--- config.mk ---
export PLATFORM = sky130hd
export DESIGN_NAME = bcd_serial_sub
export DESIGN_NICKNAME = d
export VERILOG_FILES = /design/src/rtl/bcd_serial_sub.sv
export SDC_FILE = /design/constraint.sdc
export NUM_CORES = 1
export LEC_CHECK = 0
export CORE_MARGIN = 8
export CORE_UTILIZATION = 45
export CTS_CLUSTER_DIAMETER = 80
export DETAILED_ROUTE_END_ITERATION = 6
export PLACE_DENSITY = 0.7
export SYNTH_ARGS = -nofsm -noshare
export SYNTH_HDL_FRONTEND = slang
export SYNTH_SLANG_ARGS = --single-unit
--- constraint.sdc ---
create_clock -name clk -period 10.9 [get_ports clk]
set_clock_uncertainty 0.05 [all_clocks]
set_input_delay 1.09 -clock clk [delete_from_list [all_inputs] [get_ports clk]]
set_output_delay 1.09 -clock clk [all_outputs]
set_load 0.02 [all_outputs]
--- src/rtl/bcd_serial_sub.sv ---
// bcd_serial_sub: multi-digit BCD subtractor producing a sign-magnitude result.
// It handles one BCD digit per clock, starting with the least-significant digit.
// If the raw difference borrows out of the top digit, a second pass replaces
// diff with its ten's complement, which yields |a - b|.
//
// Ports:
//   clk     : system clock (rising edge)
//   rst     : synchronous active-high reset
//   start   : request, sampled only while idle
//   a, b    : packed BCD operands, digit 0 in bits [3:0]
//   busy    : high in every state except IDLE
//   done    : one-cycle pulse when diff/neg/invalid are valid
//   diff    : |a - b| as packed BCD
//   neg     : 1 when a < b
//   invalid : 1 when any input digit is greater than 9
module bcd_serial_sub #(
  parameter int NDIG = 4
) (
  input  logic              clk,
  input  logic              rst,
  input  logic              start,
  input  logic [4*NDIG-1:0] a,
  input  logic [4*NDIG-1:0] b,
  output logic              busy,
  output logic              done,
  output logic [4*NDIG-1:0] diff,
  output logic              neg,
  output logic              invalid
);

  localparam int IW = (NDIG > 1) ? $clog2(NDIG) : 1;

  typedef enum logic [1:0] {S_IDLE, S_SUB, S_NEG, S_DONE} state_t;

  state_t            r_state, w_next;
  logic [4*NDIG-1:0] r_a, r_b, r_diff;
  logic [IW-1:0]     r_idx;
  logic              r_borrow, r_neg, r_invalid;

  logic              w_last, w_in_bad;
  logic [3:0]        w_ai, w_bi, w_di, w_x, w_y, w_dig;
  logic [4:0]        w_t;

  assign w_last = (r_idx == IW'(NDIG - 1));

  // Select the current digit of each register.
  always_comb begin
    w_ai = '0;
    w_bi = '0;
    w_di = '0;
    for (int i = 0; i < NDIG; i++) begin
      if (r_idx == IW'(i)) begin
        w_ai = r_a[4*i +: 4];
        w_bi = r_b[4*i +: 4];
        w_di = r_diff[4*i +: 4];
      end
    end
  end

  always_comb begin
    w_in_bad = 1'b0;
    for (int i = 0; i < NDIG; i++)
      if (a[4*i +: 4] > 4'd9 || b[4*i +: 4] > 4'd9) w_in_bad = 1'b1;
  end

  // The SUB pass computes a_i - b_i. The NEG pass computes 0 - diff_i.
  // Both passes share one digit subtractor. Bit 4 of w_t is the sign,
  // which also serves as the borrow out.
  assign w_x   = (r_state == S_SUB) ? w_ai : 4'd0;
  assign w_y   = (r_state == S_SUB) ? w_bi : w_di;
  assign w_t   = {1'b0, w_x} - {1'b0, w_y} - {4'b0, r_borrow};
  assign w_dig = w_t[4] ? (w_t[3:0] + 4'd10) : w_t[3:0];

  always_ff @(posedge clk) begin
    if (rst) r_state <= S_IDLE;
    else     r_state <= w_next;
  end

  always_comb begin
    w_next = r_state;
    case (r_state)
      S_IDLE: if (start) w_next = w_in_bad ? S_DONE : S_SUB;
      S_SUB:  if (w_last) w_next = w_t[4] ? S_NEG : S_DONE;
      S_NEG:  if (w_last) w_next = S_DONE;
      S_DONE: w_next = S_IDLE;
      default: w_next = S_IDLE;
    endcase
  end

  always_ff @(posedge clk) begin
    if (rst) begin
      r_a       <= '0;
      r_b       <= '0;
      r_diff    <= '0;
      r_idx     <= '0;
      r_borrow  <= 1'b0;
      r_neg     <= 1'b0;
      r_invalid <= 1'b0;
    end else begin
      case (r_state)
        S_IDLE: begin
          if (start) begin
            r_a       <= a;
            r_b       <= b;
            r_diff    <= '0;
            r_neg     <= 1'b0;
            r_invalid <= w_in_bad;
            r_idx     <= '0;
            r_borrow  <= 1'b0;
          end
        end
        S_SUB, S_NEG: begin
          for (int i = 0; i < NDIG; i++)
            if (r_idx == IW'(i)) r_diff[4*i +: 4] <= w_dig;
          if (w_last) begin
            r_idx    <= '0;
            r_borrow <= 1'b0;
            // A borrow out of the top digit means a < b. The borrow is
            // nonzero only for a strict inequality, so negative zero cannot occur.
            if (r_state == S_SUB && w_t[4]) r_neg <= 1'b1;
          end else begin
            r_idx    <= r_idx + 1'b1;
            r_borrow <= w_t[4];
          end
        end
        default: ;
      endcase
    end
  end

  assign busy    = (r_state != S_IDLE);
  assign done    = (r_state == S_DONE);
  assign diff    = r_diff;
  assign neg     = r_neg;
  assign invalid = r_invalid;

endmodule
# Word level (Yosys, flattened, before mapping)
# Cells that the tools add are included.
[totals]
regBits = 55
latchBits = 0
ramBits = 0
romBits = 0
in_bits = 35
mem_count = 0
[op_classes]
addsub = 4
n_mul = 0
div = 0
order_cmp = 8
n_eq_ne = 14
shift = 0
muxes = 40
bitwise = 0
n_reduce_logical = 18
[ops]
columns = ["cell", "n"]
rows = [
  ["$mux 4", 19],
  ["$gt 4x4->1 const B", 8],
  ["$pmux 16 s2", 1],
  ["$mux 16", 1],
  ["$ne 2x2->1 const B", 8],
  ["$reduce_and 3->1", 5],
  ["$mux 2", 6],
  ["$mux 1", 9],
  ["$eq 2x2->1 const B", 4],
  ["$pmux 2 s4", 1],
  ["$sub 4x4->5", 1],
  ["$sub 5x1->5", 1],
  ["$add 4x4->4 const B", 1],
  ["$eq 2x1->1 const B", 2],
  ["$logic_not 2->1", 2],
  ["$logic_or 1x1->1", 4],
  ["$pmux 1 s2", 2],
  ["$pmux 2 s2", 1],
  ["$reduce_and 2->1", 2],
  ["$reduce_and 4->1", 1],
  ["$reduce_bool 2->1", 2],
  ["$add 2x1->2 const B", 1],
  ["$reduce_or 2->1", 1],
  ["$logic_and 1x1->1", 1],
]

# Depth between registers and ports, before layout
# Gate-level depths: netlist (run 1).
[logic_depth]
depth_word = 12
ltp_mapped = 18
depth_no_buf = 17

# Worst setup path after synthesis (run 1)
# Ideal clock, no wire load.
[synth_timing]
path_kind = "register to register"
startpoint = "register r_idx[1]"
endpoint = "register r_diff[11] (netlist: diff[11])"
t_arrival_ns = 3.332
required_ns = 10.721
setup_slack_ns = 7.388
stages_incl_launch_ff = 18
n_path_buf = 1
period_less_slack_ns = 3.512
path_cell_list = "dfxtp_1 -> inv_1 -> ha_1 -> buf_2 -> nand2_1 -> o21ai_1 -> mux4_2 -> nor2_1 -> a21oi_1 -> fa_1 -> inv_1 -> fa_1 -> ha_1 -> nor4bb_1 -> a21oi_1 -> nand3_2 -> xor2_2 -> o32ai_1"
[synth_between]
elab_chain_cells = 12
word_cells_on_any_way = 26
[synth_rtl]
columns = ["item", "line", "source"]
rows = [
  ["start, declared", "37", "logic [IW-1:0] r_idx;"],
  ["start signal, assigned", "122", "r_idx <= r_idx + 1'b1;"],
  ["$logic_not 2->1", "52", "if (r_idx == IW'(i)) begin"],
  ["$mux 4 (4 in a row)", "52", ""],
  ["$mux 4 (on tied branches)", "69, 70", ""],
  ["$sub 4x4->5", "71", "assign w_t = {1'b0, w_x} - {1'b0, w_y} - {4'b0, r_borrow};"],
  ["$sub 5x1->5", "71", ""],
  ["$add 4x4->4", "72", "assign w_dig = w_t[4] ? (w_t[3:0] + 4'd10) : w_t[3:0];"],
  ["$mux 4", "72", ""],
  ["$mux 4", "114", "if (r_idx == IW'(i)) r_diff[4*i +: 4] <= w_dig;"],
  ["$pmux 16 s2", "100", "case (r_state)"],
  ["end signal, assigned by index", "114", ""],
  ["end, declared", "36", "logic [4*NDIG-1:0] r_a, r_b, r_diff;"],
]
# Several ways; a longest one is shown, not always the timed one. The select of a mux whose other input is x is not followed.
# A chain may end at the register's enable or synchronous reset.

# Final worst setup path (run 1)
[layout_timing]
startpoint = "register r_state[1]"
endpoint = "register r_diff[3] (netlist: diff[3])"
[layout_between]
elab_chain_cells = 8
word_cells_on_any_way = 16
[layout_rtl]
columns = ["item", "line", "source"]
rows = [
  ["start, declared", "35", "state_t r_state, w_next;"],
  ["start signal, assigned", "76", "else r_state <= w_next;"],
  ["$eq 2x1->1", "69, 70, 100", ""],
  ["$mux 4 (on tied branches)", "69, 70", ""],
  ["$sub 4x4->5", "71", ""],
  ["$sub 5x1->5", "71", ""],
  ["$add 4x4->4", "72", ""],
  ["$mux 4", "72", ""],
  ["$mux 4", "114", ""],
  ["$pmux 16 s2", "100", ""],
]
# Several ways; a longest one is shown, not always the timed one. The select of a mux whose other input is x is not followed.

==> results.sh, run 1 <==
export IMPL_cts_resized_gates=0
export IMPL_rsz0062_at_grt="false"
export IMPL_drt_iter0_drc=191
export IMPL_drc=0
export IMPL_crit_path_max_fanout=18
export IMPL_worstReg2RegStart="r_state[1]"
export IMPL_io_pins=55
export IMPL_cap_violations=0
export IMPL_peakVddDrop_v=0.000141
export IMPL_antenna_left=0
export IMPL_synth_cell_types=43
export IMPL_grt_start_max_net_pins=57
export IMPL_synth_seq_cells=55
export IMPL_synth_area_leaders="dfxtp_1 37%, nand2_1 12%, a21oi_1 8.7%, ha_1 6.4%, o32ai_1 3.6%"
export IMPL_synth_area_um2=2940
export IMPL_critPathLaunchType="register"
export IMPL_cp_data_required_time_ns=11.02
export IMPL_die_w_um=96.8
export IMPL_num_rows=29
export IMPL_drive_gt1_share_pct=4.89
export IMPL_vias=2660
export IMPL_die_area_um2=9370
export IMPL_hold_start="r_a[2]"
export IMPL_finalSetupViolCount=0
export IMPL_cts_buffers=5
export IMPL_power_density_nw_per_um2=283
export IMPL_synthFlopType="dfxtp_1"
export IMPL_seq_area_frac_synth_pct=37.5
export IMPL_fin_nets=460
export IMPL_clockRootBuffer="clkbuf_8"
export IMPL_die_h_um=96.8
export IMPL_syn_avg_cell_area_um2=7.94
export IMPL_antenna_found_initial=0
export IMPL_wl_per_cell_um=16.0
export IMPL_netlist_top_cell_by_area="dfxtp_1"
export IMPL_vias_per_cell=5.47
export IMPL_r2r_end="diff[3]"
export IMPL_synthArstFlopShare_pct=0
export IMPL_period_share_pct=37.9
export IMPL_wl_um=7770
export IMPL_hold_buffers=0
export IMPL_crit_type="register to register"
export IMPL_slew_headroom_pct=19.6
export IMPL_worstSkewPairLatency_ns=0.32
export IMPL_min_to="r_a[2]"
export IMPL_hp_class="register to register"
export IMPL_dpl_hpwl_um=5700
export IMPL_status="finished clean"
export IMPL_clock_sinks=55
export IMPL_ff2ff_setup_slack_ns=6.77
export IMPL_cp_arrival_ns=4.25
export IMPL_synth_fp_nets=422
export IMPL_dpl_cell_count=478
export IMPL_p_leak_nw=1.29
export IMPL_port_buffers=54
export IMPL_cts_setup_buffers=0
export IMPL_rr_worst_depth=14
export IMPL_gp_congestion=0.909
export IMPL_gr_total_overflow=0
export IMPL_fin_tns_setup_ns=0
export IMPL_cts_buffer_depth=2
export IMPL_hold_viol=0
export IMPL_n_antenna_cell=0
export IMPL_fmax_mhz=242
export IMPL_slew_viol_final=0
export IMPL_hold_path_depth=2
export IMPL_synthCells=370
export IMPL_final_cells=486
export IMPL_dr_pass1_iters=5
export IMPL_area_growth_syn_to_layout_pct=21.8
export IMPL_grt_pass1_vias=2666
export IMPL_yosysWarnings=0
export IMPL_core_area_um2=6350
export IMPL_cts_tree="built"
export IMPL_synth_edf_count=0
export IMPL_htreeDepth=2
export IMPL_start_util_pct=46.3
export IMPL_path_clk_slew_ns=0.10
export IMPL_fin_crit_ns=4.13
export IMPL_grtUsageTotal_pct=16.4
export IMPL_yosysTopAreaCellShare_pct=37.5
export IMPL_tightest_slew_ns=1.21
export IMPL_critPathCaptureType="register"
export IMPL_grt_pass1_wl_um=13000
==> synthesized netlist by cell type (5+ instances only) <==
cell type	instances
dfxtp_1	55
buf_2	7
o21ai_1	8
inv_1	26
o21ai_0	12
nand2_1	96
o32ai_1	12
ha_1	15
mux2i_1	8
a21oi_1	51
nand2b_1	5
clkbuf_1	11
nor2_1	14
==> stage by stage <==
stage / worst slack [ns] / hold slack [ns] / total power [mW] / cell area [um2] / util, %
after floorplan: 7.39 / 0.381 / 0.710 / 2940 / -
after global placement: 6.92 / 0.394 / 0.860 / 3470 / 54.6
after detailed placement: 6.79 / 0.397 / 0.873 / 3470 / 54.6
after CTS: 6.77 / 0.412 / 1.01 / 3580 / 56.4
after global routing: 6.43 / 0.435 / 1.09 / 3580 / 56.4
final: 6.77 / 0.413 / 1.01 / 3580 / 56.4
==> where the power goes <==
group	internal [mW]	switching [mW]	leakage, nW
logic	0.238	0.354	0.785
clock network	0.0696	0.0701	0.0558
registers	0.249	0.0340	0.449
total	0.556	0.458	1.29
==> per-layer routing <==
layer	vias to the layer above	GRT usage, %	wire, um
met5	-	0	0
met4	0	4.73	114
met3	12	4.05	322
met2	55	26.6	3760
met1	1263	20.9	3570
li1	1330	-	-
==> state kept, by name, summed over array words and instances, names as in the netlist <==
register	cells
r_a	16
invalid	1
r_idx	2
r_state	2
neg	1
r_borrow	1
r_b	16
diff	16
==> worst max-delay path by stage <==
stage	endpoint	start	slack [ns]	depth (start not counted)
after floorplan	diff[11]	r_idx[1]	7.39	17
after global placement	diff[11]	r_state[1]	6.92	14
after detailed placement	diff[3]	r_idx[0]	6.79	14
after CTS	diff[3]	r_idx[0]	6.77	14
after global routing	diff[3]	r_idx[0]	6.43	14
final	diff[3]	r_state[1]	6.77	14
==> cells by family (layout without fill, tap and decap cells) <==
group / after synthesis / after routing / share of synthesized area, %
fa+ha+maj: 17 / 17 / 7.75
simple gates: 134 / 134 / 20.0
compound gates: 98 / 98 / 20.1
flops: 55 / 55 / 37.5
buf+inv: 49 / 88 / 6.81
xor+xnor: 4 / 4 / 1.70
mux: 13 / 13 / 6.17
==> layout make-up <==
class / instances / area, um2
clock buffers: 6 / 72.6
clock inverters: 2 / 38.8
fillers: 618 / 2770
inverters: 26 / 97.6
multi-input cells: 266 / 1640
flip-flops and latches: 55 / 1100
well taps: 77 / 96.3
repair buffers: 54 / 536
==> worst max-delay path: stages (launching register included) <==
cell and delay (ns):
dfxtp_1 0.38, inv_1 0.12, ha_1 0.69, mux4_2 0.58
nor2_1 0.10, a21oi_1 0.07, fa_1 0.43, inv_1 0.11
fa_1 0.46, ha_1 0.24, nor4bb_1 0.28, a21oi_1 0.08
nand3_2 0.10, xor2_2 0.21, o32ai_1 0.11
==> layout by cell type (no fill, tap or decap), types with 3 or more instances in the layout <==
master           instances
o31ai_1                  3
mux4_2                   4
nand2_1                 96
inv_1                   26
clkdlybuf4s50_1         53
o32ai_1                 12
a21oi_1                 51
o21ai_0                 12
nor2_1                  14
nand3b_1                 4
ha_1                    15
nand2b_1                 5
dfxtp_1                 55
clkbuf_8                 5
o21ai_1                  8
mux2i_1                  8
nor2b_1                  3
No activity file was read; power rests on OpenSTA's default activity.
==> inputs of run 2 (changes only) <==
--- a/config.mk
+++ b/config.mk
@@ -9,7 +9,7 @@
 export CORE_UTILIZATION = 45
 export CTS_CLUSTER_DIAMETER = 80
 export DETAILED_ROUTE_END_ITERATION = 6
-export PLACE_DENSITY = 0.7
+export PLACE_DENSITY = 0.73
 export SYNTH_ARGS = -nofsm -noshare
 export SYNTH_HDL_FRONTEND = slang
 export SYNTH_SLANG_ARGS = --single-unit
==> constraint.sdc (replaced) <==
create_clock -name clk -period 3.6 [get_ports clk]
set_clock_uncertainty 0.05 [all_clocks]
set_input_delay 0.36 -clock clk [delete_from_list [all_inputs] [get_ports clk]]
set_output_delay 0.36 -clock clk [all_outputs]
set_load 0.02 [all_outputs]
==> results.sh, run 2 (same netlist as run 1, synthesis figures left out) <==
export IMPL_grt_start_max_net_pins=57
export IMPL_gp_congestion=0.824
export IMPL_worstSkewPairLatency_ns=0.31
export IMPL_wl_met3_um=349
export IMPL_die_w_um=96.8
export IMPL_vias_per_cell=5.38
export IMPL_dpl_cell_count=489
export IMPL_seqCellArea_um2=1110
export IMPL_wl_um=7780
export IMPL_p_leak_nw=1.34
export IMPL_htreeDepth=2
export IMPL_critPathCaptureType="register"
export IMPL_final_cells=497
export IMPL_die_area_um2=9370
export IMPL_critPathLaunchType="register"
export IMPL_hp_class="register to register"
export IMPL_cp_data_required_time_ns=3.73
export IMPL_grt_pass1_wl_um=12500
export IMPL_area_growth_syn_to_layout_pct=27.5
export IMPL_peakVddDrop_v=0.000639
export IMPL_hold_viol=0
export IMPL_cp_arrival_ns=3.60
export IMPL_fillers=571
export IMPL_drt_iter0_drc=129
export IMPL_n_antenna_cell=0
export IMPL_drc=0
export IMPL_grtUsageTotal_pct=15.6
export IMPL_die_h_um=96.8
export IMPL_drive_gt1_share_pct=11.2
export IMPL_gr_total_overflow=0
export IMPL_wl_per_cell_um=15.7
export IMPL_crit_path_max_fanout=5
export IMPL_start_util_pct=46.3
export IMPL_path_clk_slew_ns=0.10
export IMPL_fmax_mhz=289
export IMPL_clock_sinks=55
export IMPL_antenna_left=0
export IMPL_grt_pass1_vias=2547
export IMPL_port_buffers=54
export IMPL_wl_met1_um=3360
export IMPL_io_pins=55
export IMPL_wl_met2_um=3960
export IMPL_fin_area_um2=3750
export IMPL_cts_buffers=5
export IMPL_cts_buffer_depth=2
export IMPL_crit_type="register to register"
export IMPL_slew_viol_final=0
export IMPL_clockRootBuffer="clkbuf_8"
export IMPL_top_layer="met4"
export IMPL_vias=2672
export IMPL_status="finished clean"
export IMPL_slew_headroom_pct=31.3
export IMPL_place_area_um2=3550
export IMPL_cap_violations=0
export IMPL_tightest_slew_ns=1.03
export IMPL_timing_hold_ws_ns=0.409
export IMPL_final_cell_mix="96 x nand2_1, 53 x dfxtp_1, 53 x clkdlybuf4s50_1"
export IMPL_dr_pass1_iters=4
export IMPL_fin_crit_ns=3.47
export IMPL_num_rows=29
export IMPL_layout_commonest_cell="nand2_1"
export IMPL_finalSetupViolCount=0
export IMPL_power_density_nw_per_um2=873
export IMPL_fin_nets=471
export IMPL_period_share_pct=96.3
export IMPL_dpl_hpwl_um=5670
export IMPL_antenna_found_initial=0
export IMPL_cts_tree="built"
export IMPL_cts_setup_buffers=0
export IMPL_multi_input_area_um2=1740
export IMPL_core_area_um2=6350
-- run 2: cell types whose count changed in the layout (fill, tap and decap cells not counted), sizes merged --
| cell | previous run | this run |
|---|---|---|
| buf | 1 | 12 |
| inv | 27 | 26 |
| bufinv | 1 | 0 |
| clkinv | 0 | 1 |
| clkinvlp | 0 | 2 |
| clkbuf | 6 | 5 |
-- run 2: what timing repair did --
action                                  in CTS  in global routing
pin swaps                                    2                  5
endpoints found under the setup margin       4                 14
gates resized for setup                      3                 19
hold buffers                                 0                  0
-- run 2: power breakdown --
part,total [mW],internal [mW],switching [mW]
sequential,0.858,0.757,0.101
clock,0.340,0.136,0.204
combinational,2.07,0.890,1.18
total,3.27,1.78,1.49
-- run 2: layout make-up --
type,instances,area share (%)
clock buffer,5,1.84
multi-input combinational,266,46.3
inverter,26,2.60
sequential,55,29.5
tap,77,2.57
clock inverter,3,0.534
timing repair buffer,65,16.6
-- run 2: worst max-delay path: stages (launching register included) --
cell and delay (ns):
dfxtp_4 0.38, inv_1 0.06, ha_2 0.19, nand2_1 0.06
o21ai_1 0.05, mux4_2 0.48, nor2_2 0.11, a21oi_1 0.07
fa_2 0.35, inv_2 0.08, fa_2 0.49, ha_4 0.21
nor4bb_4 0.26, a21oi_1 0.08, nand3_2 0.11, xor2_4 0.20
o32ai_1 0.10
-- run 2: final timing paths --
check,start,endpoint,slack (ns),cells past startpoint
worst max-delay path,r_idx[0],diff[15],0.13,16
worst min-delay path,r_a[5],r_a[5],0.41,2
worst max register to register,r_idx[0],diff[15],0.13,16
worst min register to register,r_a[5],r_a[5],0.41,2
-- run 2: layer usage --
layer	GRT usage [%]	up-vias
met5	0	-
met4	3.79	0
met3	3.77	10
met2	25.6	59
met1	20.0	1252
li1	-	1351
-- run 2: stage by stage --
step	setup TNS (ns)	worst slack (ns)	power, mW	utilization [%]
after floorplan	0	0.0881	2.15	-
after global placement	0	0.114	2.67	55.9
after detailed placement	-0.0762	-0.0208	2.70	55.9
after CTS	0	0.0275	3.05	57.4
after global routing	-0.280	-0.0846	3.50	59.0
final	0	0.135	3.27	59.0
